File: src/rtl/protobuf_pkg.sv
// Shared protobuf encoder definitions.
//   wire_t         : protobuf wire types this encoder knows by name
//   enc_state_t    : field encoder FSM states
//   MAX_*_BYTES    : varint length bounds for a 64-bit value and a 32-bit key
//   zigzag64()     : sint64 zigzag mapping
//   wire_supported(): true for the wire types the encoder can emit
package protobuf_pkg;

  typedef enum logic [2:0] {
    WIRE_VARINT  = 3'd0,
    WIRE_FIXED64 = 3'd1,
    WIRE_LEN     = 3'd2,
    WIRE_FIXED32 = 3'd5
  } wire_t;

  typedef enum logic [2:0] {
    IDLE,
    KEY,
    VALUE,
    FIXED,
    PAYLOAD
  } enc_state_t;

  localparam int MAX_VARINT_BYTES = 10;
  localparam int MAX_KEY_BYTES    = 5;

  // (v << 1) ^ (v >>> 63): the arithmetic shift by 63 is just the sign bit
  // replicated across all 64 bits.
  function automatic logic [63:0] zigzag64(input logic [63:0] v);
    return (v << 1) ^ {64{v[63]}};
  endfunction

  // Wire types 3 and 4 (groups) and 6/7 are not emitted by this encoder.
  function automatic logic wire_supported(input logic [2:0] w);
    return (w == WIRE_VARINT) || (w == WIRE_FIXED64) ||
           (w == WIRE_LEN)    || (w == WIRE_FIXED32);
  endfunction

endpackage

File: src/rtl/proto_field_encoder_if.sv
// Handshake bundle of the protobuf field encoder.
//   fld_*  : field command (valid/ready), number, wire type, value, zigzag, last
//   pay_*  : payload byte stream for length-delimited fields (valid/ready)
//   out_*  : serialized byte stream (valid/ready) with end-of-message marker
//   err_o  : pulse on an unsupported wire type
// The encoder connects to the slave modport, the producer/consumer to master.
interface proto_field_encoder_if;
  logic        fld_valid_i;
  logic        fld_ready_o;
  logic [28:0] fld_num_i;
  logic [2:0]  fld_wire_i;
  logic [63:0] fld_value_i;
  logic        fld_zigzag_i;
  logic        fld_last_i;
  logic [7:0]  pay_data_i;
  logic        pay_valid_i;
  logic        pay_ready_o;
  logic [7:0]  out_data_o;
  logic        out_valid_o;
  logic        out_ready_i;
  logic        out_last_o;
  logic        err_o;

  modport slave (
    input  fld_valid_i, fld_num_i, fld_wire_i, fld_value_i, fld_zigzag_i,
           fld_last_i, pay_data_i, pay_valid_i, out_ready_i,
    output fld_ready_o, pay_ready_o, out_data_o, out_valid_o, out_last_o,
           err_o
  );

  modport master (
    output fld_valid_i, fld_num_i, fld_wire_i, fld_value_i, fld_zigzag_i,
           fld_last_i, pay_data_i, pay_valid_i, out_ready_i,
    input  fld_ready_o, pay_ready_o, out_data_o, out_valid_o, out_last_o,
           err_o
  );
endinterface

File: src/rtl/proto_varint_emit.sv
// Little-endian base-128 varint byte emitter, shared for key and value.
//   clk, rst   : clock, asynchronous active-high reset
//   load       : present load_value; its first byte is offered the same cycle
//   load_value : value to encode
//   limit      : maximum number of bytes for this value
//   ready      : consumer takes the offered byte this cycle
//   data       : offered byte (bit7 = more bytes follow)
//   valid      : a byte is offered
//   done       : the offered byte is the final one
// A load while ready is low parks the value; the caller must not load while
// a previous value is still being emitted.
module proto_varint_emit (
  input  logic        clk,
  input  logic        rst,
  input  logic        load,
  input  logic [63:0] load_value,
  input  logic [3:0]  limit,
  input  logic        ready,
  output logic [7:0]  data,
  output logic        valid,
  output logic        done
);

  logic [63:0] sreg;
  logic        active;
  logic [3:0]  cnt;
  logic [3:0]  lim;

  logic [63:0] cur;
  logic [3:0]  cur_cnt;
  logic [3:0]  cur_lim;
  logic        last_group;

  // NOTE: every always_comb output gets a value on every path (here by a
  // default at the top), otherwise synthesis infers a latch.
  always_comb begin
    cur        = sreg;
    cur_cnt    = cnt;
    cur_lim    = lim;
    if (load) begin
      cur     = load_value;
      cur_cnt = 4'd0;
      cur_lim = limit;
    end
    // The byte limit is a safety bound; a 64-bit value ends in 10 groups and
    // a 32-bit key in 5 on its own.
    last_group = (cur[63:7] == 57'd0) || (cur_cnt == cur_lim - 4'd1);
    valid      = load || active;
    done       = valid && last_group;
    data       = {!last_group, cur[6:0]};
  end

  // NOTE: sequential state uses non-blocking assignments only, so every
  // register sees the pre-edge values of the others.
  always_ff @(posedge clk or posedge rst) begin
    if (rst) begin
      sreg   <= '0;
      active <= 1'b0;
      cnt    <= '0;
      lim    <= '0;
    end else if (valid && ready) begin
      if (last_group) begin
        active <= 1'b0;
      end else begin
        sreg   <= cur >> 7;
        active <= 1'b1;
        cnt    <= cur_cnt + 4'd1;
        lim    <= cur_lim;
      end
    end else if (load) begin
      sreg   <= load_value;
      active <= 1'b1;
      cnt    <= 4'd0;
      lim    <= limit;
    end
  end

endmodule

File: src/rtl/proto_field_encoder.sv
// Protobuf field encoder: turns one field command into key + value bytes.
//   clk_i   : clock
//   reset_i : asynchronous active-high reset
//   bus     : field command, payload stream, output stream and error pulse
// Varint key/value/length bytes come from proto_varint_emit; fixed32/64
// bytes are shifted out of the value register; length-delimited payload
// bytes are forwarded one for one. The output byte lives in a register that
// holds while the consumer stalls.
module proto_field_encoder
  import protobuf_pkg::*;
(
  input logic                  clk_i,
  input logic                  reset_i,
  proto_field_encoder_if.slave bus
);

  enc_state_t  state;
  logic [2:0]  wire_q;
  logic        last_q;
  logic        val_started;
  logic [63:0] val_q;
  logic [3:0]  fix_cnt;
  logic [31:0] pay_cnt;

  logic        slot_free;
  logic        accept;
  logic        supported;
  logic        pay_take;
  logic [2:0]  cur_wire;
  enc_state_t  after_key;
  logic [63:0] key_in;
  logic [63:0] em_value;
  logic [3:0]  em_limit;
  logic        em_load;
  logic        em_take;
  logic [7:0]  em_data;
  logic        em_valid;
  logic        em_done;

  // Ready outputs are masked by reset so nothing is accepted while it is held.
  assign slot_free       = !bus.out_valid_o || bus.out_ready_i;
  assign bus.fld_ready_o = !reset_i && (state == IDLE) && slot_free;
  assign bus.pay_ready_o = !reset_i && (state == PAYLOAD) && slot_free;
  assign accept          = bus.fld_valid_i && bus.fld_ready_o;
  assign supported       = wire_supported(bus.fld_wire_i);
  assign pay_take        = bus.pay_valid_i && bus.pay_ready_o;

  always_comb begin
    key_in    = {32'd0, bus.fld_num_i, bus.fld_wire_i};
    cur_wire  = (state == IDLE) ? bus.fld_wire_i : wire_q;
    after_key = ((cur_wire == WIRE_FIXED64) || (cur_wire == WIRE_FIXED32)) ? FIXED : VALUE;
    em_load   = (accept && supported) || ((state == VALUE) && !val_started);
    em_value  = (state == IDLE) ? key_in : val_q;
    em_limit  = (state == IDLE) ? 4'(MAX_KEY_BYTES) : 4'(MAX_VARINT_BYTES);
    em_take   = em_valid && slot_free;
  end

  proto_varint_emit u_varint (
    .clk        (clk_i),
    .rst        (reset_i),
    .load       (em_load),
    .load_value (em_value),
    .limit      (em_limit),
    .ready      (slot_free),
    .data       (em_data),
    .valid      (em_valid),
    .done       (em_done)
  );

  // NOTE: datapath registers are reset along with control so that a field
  // abandoned by reset leaves nothing behind to leak out afterwards.
  always_ff @(posedge clk_i or posedge reset_i) begin
    if (reset_i) begin
      state           <= IDLE;
      wire_q          <= '0;
      last_q          <= 1'b0;
      val_started     <= 1'b0;
      val_q           <= '0;
      fix_cnt         <= '0;
      pay_cnt         <= '0;
      bus.out_data_o  <= 8'h00;
      bus.out_valid_o <= 1'b0;
      bus.out_last_o  <= 1'b0;
      bus.err_o       <= 1'b0;
    end else begin
      bus.err_o <= 1'b0;
      // A free slot with nothing new to show becomes a bubble.
      if (slot_free) begin
        bus.out_valid_o <= 1'b0;
        bus.out_last_o  <= 1'b0;
      end

      unique case (state)
        IDLE: begin
          if (accept) begin
            if (supported) begin
              wire_q      <= bus.fld_wire_i;
              last_q      <= bus.fld_last_i;
              val_started <= 1'b0;
              fix_cnt     <= (bus.fld_wire_i == WIRE_FIXED64) ? 4'd8 : 4'd4;
              unique case (bus.fld_wire_i)
                WIRE_VARINT:  val_q <= bus.fld_zigzag_i ? zigzag64(bus.fld_value_i)
                                                        : bus.fld_value_i;
                WIRE_FIXED32: val_q <= {32'd0, bus.fld_value_i[31:0]};
                default:      val_q <= bus.fld_value_i;
              endcase
              // The first key byte goes straight to the output register; a
              // one-byte key skips the KEY state entirely.
              bus.out_data_o  <= em_data;
              bus.out_valid_o <= 1'b1;
              state           <= em_done ? after_key : KEY;
            end else begin
              bus.err_o <= 1'b1;
            end
          end
        end

        KEY: begin
          if (em_take) begin
            bus.out_data_o  <= em_data;
            bus.out_valid_o <= 1'b1;
            if (em_done) state <= after_key;
          end
        end

        VALUE: begin
          if (em_load) val_started <= 1'b1;
          if (em_take) begin
            bus.out_data_o  <= em_data;
            bus.out_valid_o <= 1'b1;
            if (em_done) begin
              // Payload lengths are tracked in 32 bits.
              if ((wire_q == WIRE_LEN) && (val_q[31:0] != 32'd0)) begin
                pay_cnt <= val_q[31:0];
                state   <= PAYLOAD;
              end else begin
                bus.out_last_o <= last_q;
                state          <= IDLE;
              end
            end
          end
        end

        FIXED: begin
          if (slot_free) begin
            bus.out_data_o  <= val_q[7:0];
            bus.out_valid_o <= 1'b1;
            val_q           <= val_q >> 8;
            fix_cnt         <= fix_cnt - 4'd1;
            if (fix_cnt == 4'd1) begin
              bus.out_last_o <= last_q;
              state          <= IDLE;
            end
          end
        end

        PAYLOAD: begin
          if (pay_take) begin
            bus.out_data_o  <= bus.pay_data_i;
            bus.out_valid_o <= 1'b1;
            pay_cnt         <= pay_cnt - 32'd1;
            if (pay_cnt == 32'd1) begin
              bus.out_last_o <= last_q;
              state          <= IDLE;
            end
          end
        end

        default: state <= IDLE;
      endcase
    end
  end

endmodule

File: src/flat_wrapper.sv
// flat-port wrapper written by rule: the top's interface ports become plain ports
module proto_field_encoder_flat import protobuf_pkg::*;
  (clk_i, reset_i, bus_fld_valid_i, bus_fld_num_i, bus_fld_wire_i, bus_fld_value_i, bus_fld_zigzag_i, bus_fld_last_i, bus_pay_data_i, bus_pay_valid_i, bus_out_ready_i, bus_fld_ready_o, bus_pay_ready_o, bus_out_data_o, bus_out_valid_o, bus_out_last_o, bus_err_o);
  proto_field_encoder_if bus_i ();
  input logic clk_i;
  input logic reset_i;
  input wire logic [$bits(bus_i.fld_valid_i)-1:0] bus_fld_valid_i;
  input wire logic [$bits(bus_i.fld_num_i)-1:0] bus_fld_num_i;
  input wire logic [$bits(bus_i.fld_wire_i)-1:0] bus_fld_wire_i;
  input wire logic [$bits(bus_i.fld_value_i)-1:0] bus_fld_value_i;
  input wire logic [$bits(bus_i.fld_zigzag_i)-1:0] bus_fld_zigzag_i;
  input wire logic [$bits(bus_i.fld_last_i)-1:0] bus_fld_last_i;
  input wire logic [$bits(bus_i.pay_data_i)-1:0] bus_pay_data_i;
  input wire logic [$bits(bus_i.pay_valid_i)-1:0] bus_pay_valid_i;
  input wire logic [$bits(bus_i.out_ready_i)-1:0] bus_out_ready_i;
  output wire logic [$bits(bus_i.fld_ready_o)-1:0] bus_fld_ready_o;
  output wire logic [$bits(bus_i.pay_ready_o)-1:0] bus_pay_ready_o;
  output wire logic [$bits(bus_i.out_data_o)-1:0] bus_out_data_o;
  output wire logic [$bits(bus_i.out_valid_o)-1:0] bus_out_valid_o;
  output wire logic [$bits(bus_i.out_last_o)-1:0] bus_out_last_o;
  output wire logic [$bits(bus_i.err_o)-1:0] bus_err_o;
  assign bus_i.fld_valid_i = bus_fld_valid_i;
  assign bus_i.fld_num_i = bus_fld_num_i;
  assign bus_i.fld_wire_i = bus_fld_wire_i;
  assign bus_i.fld_value_i = bus_fld_value_i;
  assign bus_i.fld_zigzag_i = bus_fld_zigzag_i;
  assign bus_i.fld_last_i = bus_fld_last_i;
  assign bus_i.pay_data_i = bus_pay_data_i;
  assign bus_i.pay_valid_i = bus_pay_valid_i;
  assign bus_i.out_ready_i = bus_out_ready_i;
  assign bus_fld_ready_o = bus_i.fld_ready_o;
  assign bus_pay_ready_o = bus_i.pay_ready_o;
  assign bus_out_data_o = bus_i.out_data_o;
  assign bus_out_valid_o = bus_i.out_valid_o;
  assign bus_out_last_o = bus_i.out_last_o;
  assign bus_err_o = bus_i.err_o;
  proto_field_encoder u_core (.clk_i(clk_i), .reset_i(reset_i), .bus(bus_i));
endmodule
File: config.mk
export PLATFORM = sky130hd
export DESIGN_NAME = proto_field_encoder_flat
export DESIGN_NICKNAME = d
export VERILOG_FILES = /design/src/rtl/protobuf_pkg.sv /design/src/rtl/proto_field_encoder_if.sv /design/src/rtl/proto_varint_emit.sv /design/src/rtl/proto_field_encoder.sv /design/src/flat_wrapper.sv
export SDC_FILE = /design/constraint.sdc
export NUM_CORES = 1
export LEC_CHECK = 0
export BUFFER_PORTS_ARGS = -buffer_cell sky130_fd_sc_hd__buf_2
export CORE_MARGIN = 4
export CORE_UTILIZATION = 25
export CTS_BUF_LIST = sky130_fd_sc_hd__clkbuf_2 sky130_fd_sc_hd__clkbuf_4 sky130_fd_sc_hd__clkbuf_8
export CTS_CLUSTER_DIAMETER = 100
export CTS_CLUSTER_SIZE = 28
export DETAILED_ROUTE_END_ITERATION = 16
export GPL_TIMING_DRIVEN = 1
export PLACE_DENSITY = 0.41
export SYNTH_ARGS = -nofsm -noshare
export SYNTH_HDL_FRONTEND = slang
export SYNTH_SLANG_ARGS = --single-unit
File: constraint.sdc
create_clock -name clk_i -period 17.57 [get_ports clk_i]
set_clock_uncertainty 0.2 [all_clocks]
set_input_delay 4.3925 -clock clk_i [delete_from_list [all_inputs] [get_ports clk_i]]
set_output_delay 4.3925 -clock clk_i [all_outputs]
set_load 0.005 [all_outputs]
==> flow_summary.yaml <==
outcome:
  status: "completed"
yosys:
  synth.area.top_cells: "dfrtp_1 40%, a21oi_1 8.1%, nand2_1 6.3%, nor2_1 6.0%, o21ai_0 5.0%"
  synth_seq_area_share_pct: 39.9
  yosys-top-cells-count: "203 x nand2_1, 194 x a21oi_1, 192 x dfrtp_1, 192 x nor2_1, 120 x o21ai_0"
  ys_types: 62
  async_flop_share_pct: 100
  yosysTopAreaCellShare_pct: 39.9
  synth-edff-count: 0
  ys.flop_type: "dfrtp_1"
  synth_xor_xnor_area_share_pct: 4.95
  synth_top_family_by_area: "compound AO/OA/AOI/OAI gates"
  syn_avg_cell_area_um2: 7.91
  synth_compound_area_share_pct: 26.9
  synth_warnings: 0
  ys_ff_latch: 192
  syn_inst: 1521
  yosys.area_share.simple_pct: 20.7
  synthMuxAreaShare_pct: 2.00
  synth_top_area_cell: "dfrtp_1"
  synth.cell_area_um2: 12000
  syn_nets: 1638
  synth_fa_ha_area_share_pct: 0.707
  yosysMostFrequentCell: "nand2_1"
worst_setup_path:
  path_cells: "buf_2 -> inv_8 -> and3_1 -> buf_2"
  cp_num_buf_inv: 3
  crit_family: "buffers and inverters"
  max_stage_delay_ps: 620
  cp_common_cell: "buf_2"
  start_kind: "primary input"
  cp-end-kind: "primary output"
  cp.arrival_ps: 5600
  setup.worst_path.class: "in2out"
  cp_slowest_cell: "inv_8"
  cp.required_ps: 12980
  crit_fanout: 124
sta:
  post-route-min-period_ps: 10190
  finalHoldViolations: 0
  max_freq_mhz: 98.1
  period_share_pct: 58.0
  slew_headroom_pct: 23.9
  rsz0062_at_grt: "no"
  setup-violations-final: 0
  drv_slew: 0
  setup_tns_ps: 0
  worstMarginPinSlew_ps: 1140
routing:
  routed_wl_um: 46300
  ant_nets: 0
  route.detailed.drc: 0
  drt_iter0_markers: 1000
  vias: 11568
  via_per_inst: 5.29
  wl_per_cell_um: 21.2
  dr.pass1.iters: 6
floorplanning:
  fp.dieW_um: 227
  dieArea_um2: 51700
  core_um2: 47600
  start_util_pct: 25.3
  ios: 124
  rows: 80
  die_y_um: 227
cts:
  clk-insertion-delay-late_ps: 500
  cts_hold_buf: 0
  htreeDepth: 4
  cts_buffers: 17
  cts_tree: "yes"
  clock-sinks: 192
  clockRootBuffer: "clkbuf_8"
  cts_max_path_buffers: 2
  path_clk_slew_ps: 100
  cts_setup_buffers: 0
  cts_resized: 0
global_routing:
  grt_pass1_wl_um: 70500
  busiest_layer: "met2"
  met1_usage_pct: 24.5
  grtUsageTotal_pct: 17.8
  met3_usage_pct: 2.59
  grt_max_degree: 125
  overflow: 0
  grt_antenna_before_repair: 0
  grt_pass1_vias: 11122
  global_route.usage.met2_pct: 29.5
placed_design:
  place_congestion: 0.823
  post-dp-hpwl_um: 32600
  port_buffers: 123
  dp_cells: 2154
pwr:
  power_density_nw_per_um2: 144
  peakVddDrop_v: 0.0000457
  p_leak_nw: 5.55
final_layout:
  seq_area_um2: 4800
  instances_no_fill: 2187
  fillCellCount: 5209
  final_layout_size_suffix_gt1_share_pct: 12.3
  multiInputGateArea_um2: 6700
  nets: 1675
  areaGrowthSynthToFinish_pct: 12.4
run:
  drv_cap: 0
worst_hold_path:
  holdCritPathClass: "reg2reg"
through the flow:
step	util [%]	area, um2	worst slack, ps	power, W	hold slack [ps]
after CTS	28.4	13500	7270	0.00197	287
after global placement	27.5	13100	7270	0.00164	258
after global routing	28.4	13500	7190	0.00211	300
after detailed placement	27.5	13100	7280	0.00164	262
final	28.4	13500	7380	0.00195	283
after floorplan	-	12000	3990	0.00132	247
worst paths after layout:
check	endpoint	startpoint	depth (start not counted)	slack (ps)
setup / recovery	bus_fld_ready_o	reset_i	4	7380
hold / removal	u_core.bus.out_data_o[3]	u_core.bus.out_data_o[3]	2	280
setup reg to reg	u_core.pay_cnt[14]	u_core.state[0]	14	12250
hold reg to reg	u_core.bus.out_data_o[3]	u_core.bus.out_data_o[3]	2	280
max in group asynchronous	u_core.val_q[27]	reset_i	3	11670
min in group asynchronous	u_core.bus.out_last_o	reset_i	2	3910
sequential cells by signal (all words and copies together), names as in the netlist:
signal                  count
u_core.last_q               1
u_core.u_varint.sreg       64
u_core.state                3
u_core.u_varint.lim         4
u_core.pay_cnt             32
u_core.bus.err_o            1
u_core.bus.out_valid_o      1
u_core.wire_q               3
u_core.u_varint.active      1
u_core.fix_cnt              4
u_core.bus.out_last_o       1
u_core.bus.out_data_o       8
u_core.u_varint.cnt         4
u_core.val_q               64
u_core.val_started          1
cell type report:
type                            count  area share (%)
Inverter                           13           0.416
Sequential cell                   192            35.5
Clock buffer                       21            2.05
Timing Repair Buffer              144            5.74
Tap cell                          615            5.69
Antenna cell                        3          0.0555
Multi-Input combinational cell   1190            49.5
Clock inverter                      9           0.999
power by group:
group	total, W	internal (W)	switching [W]
registers	0.000858	0.000609	0.000249
clock network	0.000324	0.000150	0.000174
logic	0.000770	0.000300	0.000470
total	0.00195	0.00106	0.000893
tightest hold or removal path, stage by stage, from the launching register on:
cell and delay, ps:
dfrtp_1 350, nand2_1 40, o21ai_0 60
cell families after synthesis:
group,Yosys count
XOR/XNOR,68
flip-flops,192
adder cells (fa/ha/maj),7
multiplexers,24
buffers and inverters,139
AO/OA/AOI/OAI,529
AND/OR/NAND/NOR,562
cell usage in the layout (no fill, tap or decap), types with 6 or more instances in the layout:
| cell | n |
|---|---|
| a211oi_1 | 43 |
| a21o_1 | 6 |
| a21oi_1 | 194 |
| a221o_1 | 24 |
| a22o_1 | 21 |
| a22oi_1 | 30 |
| a31oi_1 | 20 |
| and2_1 | 6 |
| and3_1 | 6 |
| buf_2 | 122 |
| buf_4 | 22 |
| clkbuf_8 | 19 |
| dfrtp_1 | 192 |
| ha_1 | 6 |
| inv_1 | 12 |
| mux2i_1 | 24 |
| nand2_1 | 202 |
| nand2b_1 | 7 |
| nand3_1 | 43 |
| nand4_1 | 9 |
| nor2_1 | 189 |
| nor3_1 | 33 |
| nor4_1 | 28 |
| o21ai_0 | 119 |
| o21ai_1 | 21 |
| o221ai_1 | 7 |
| o22a_1 | 7 |
| o22ai_1 | 6 |
| or3_1 | 6 |
| or4_1 | 8 |
| xnor2_1 | 41 |
| xor2_1 | 27 |
per-layer routing:
layer	wire length, um	up-vias
met5	0	-
met4	999	0
li1	-	5570
met3	1970	39
met2	22000	281
met1	21400	5678
No activity file was read; power rests on OpenSTA's default activity.
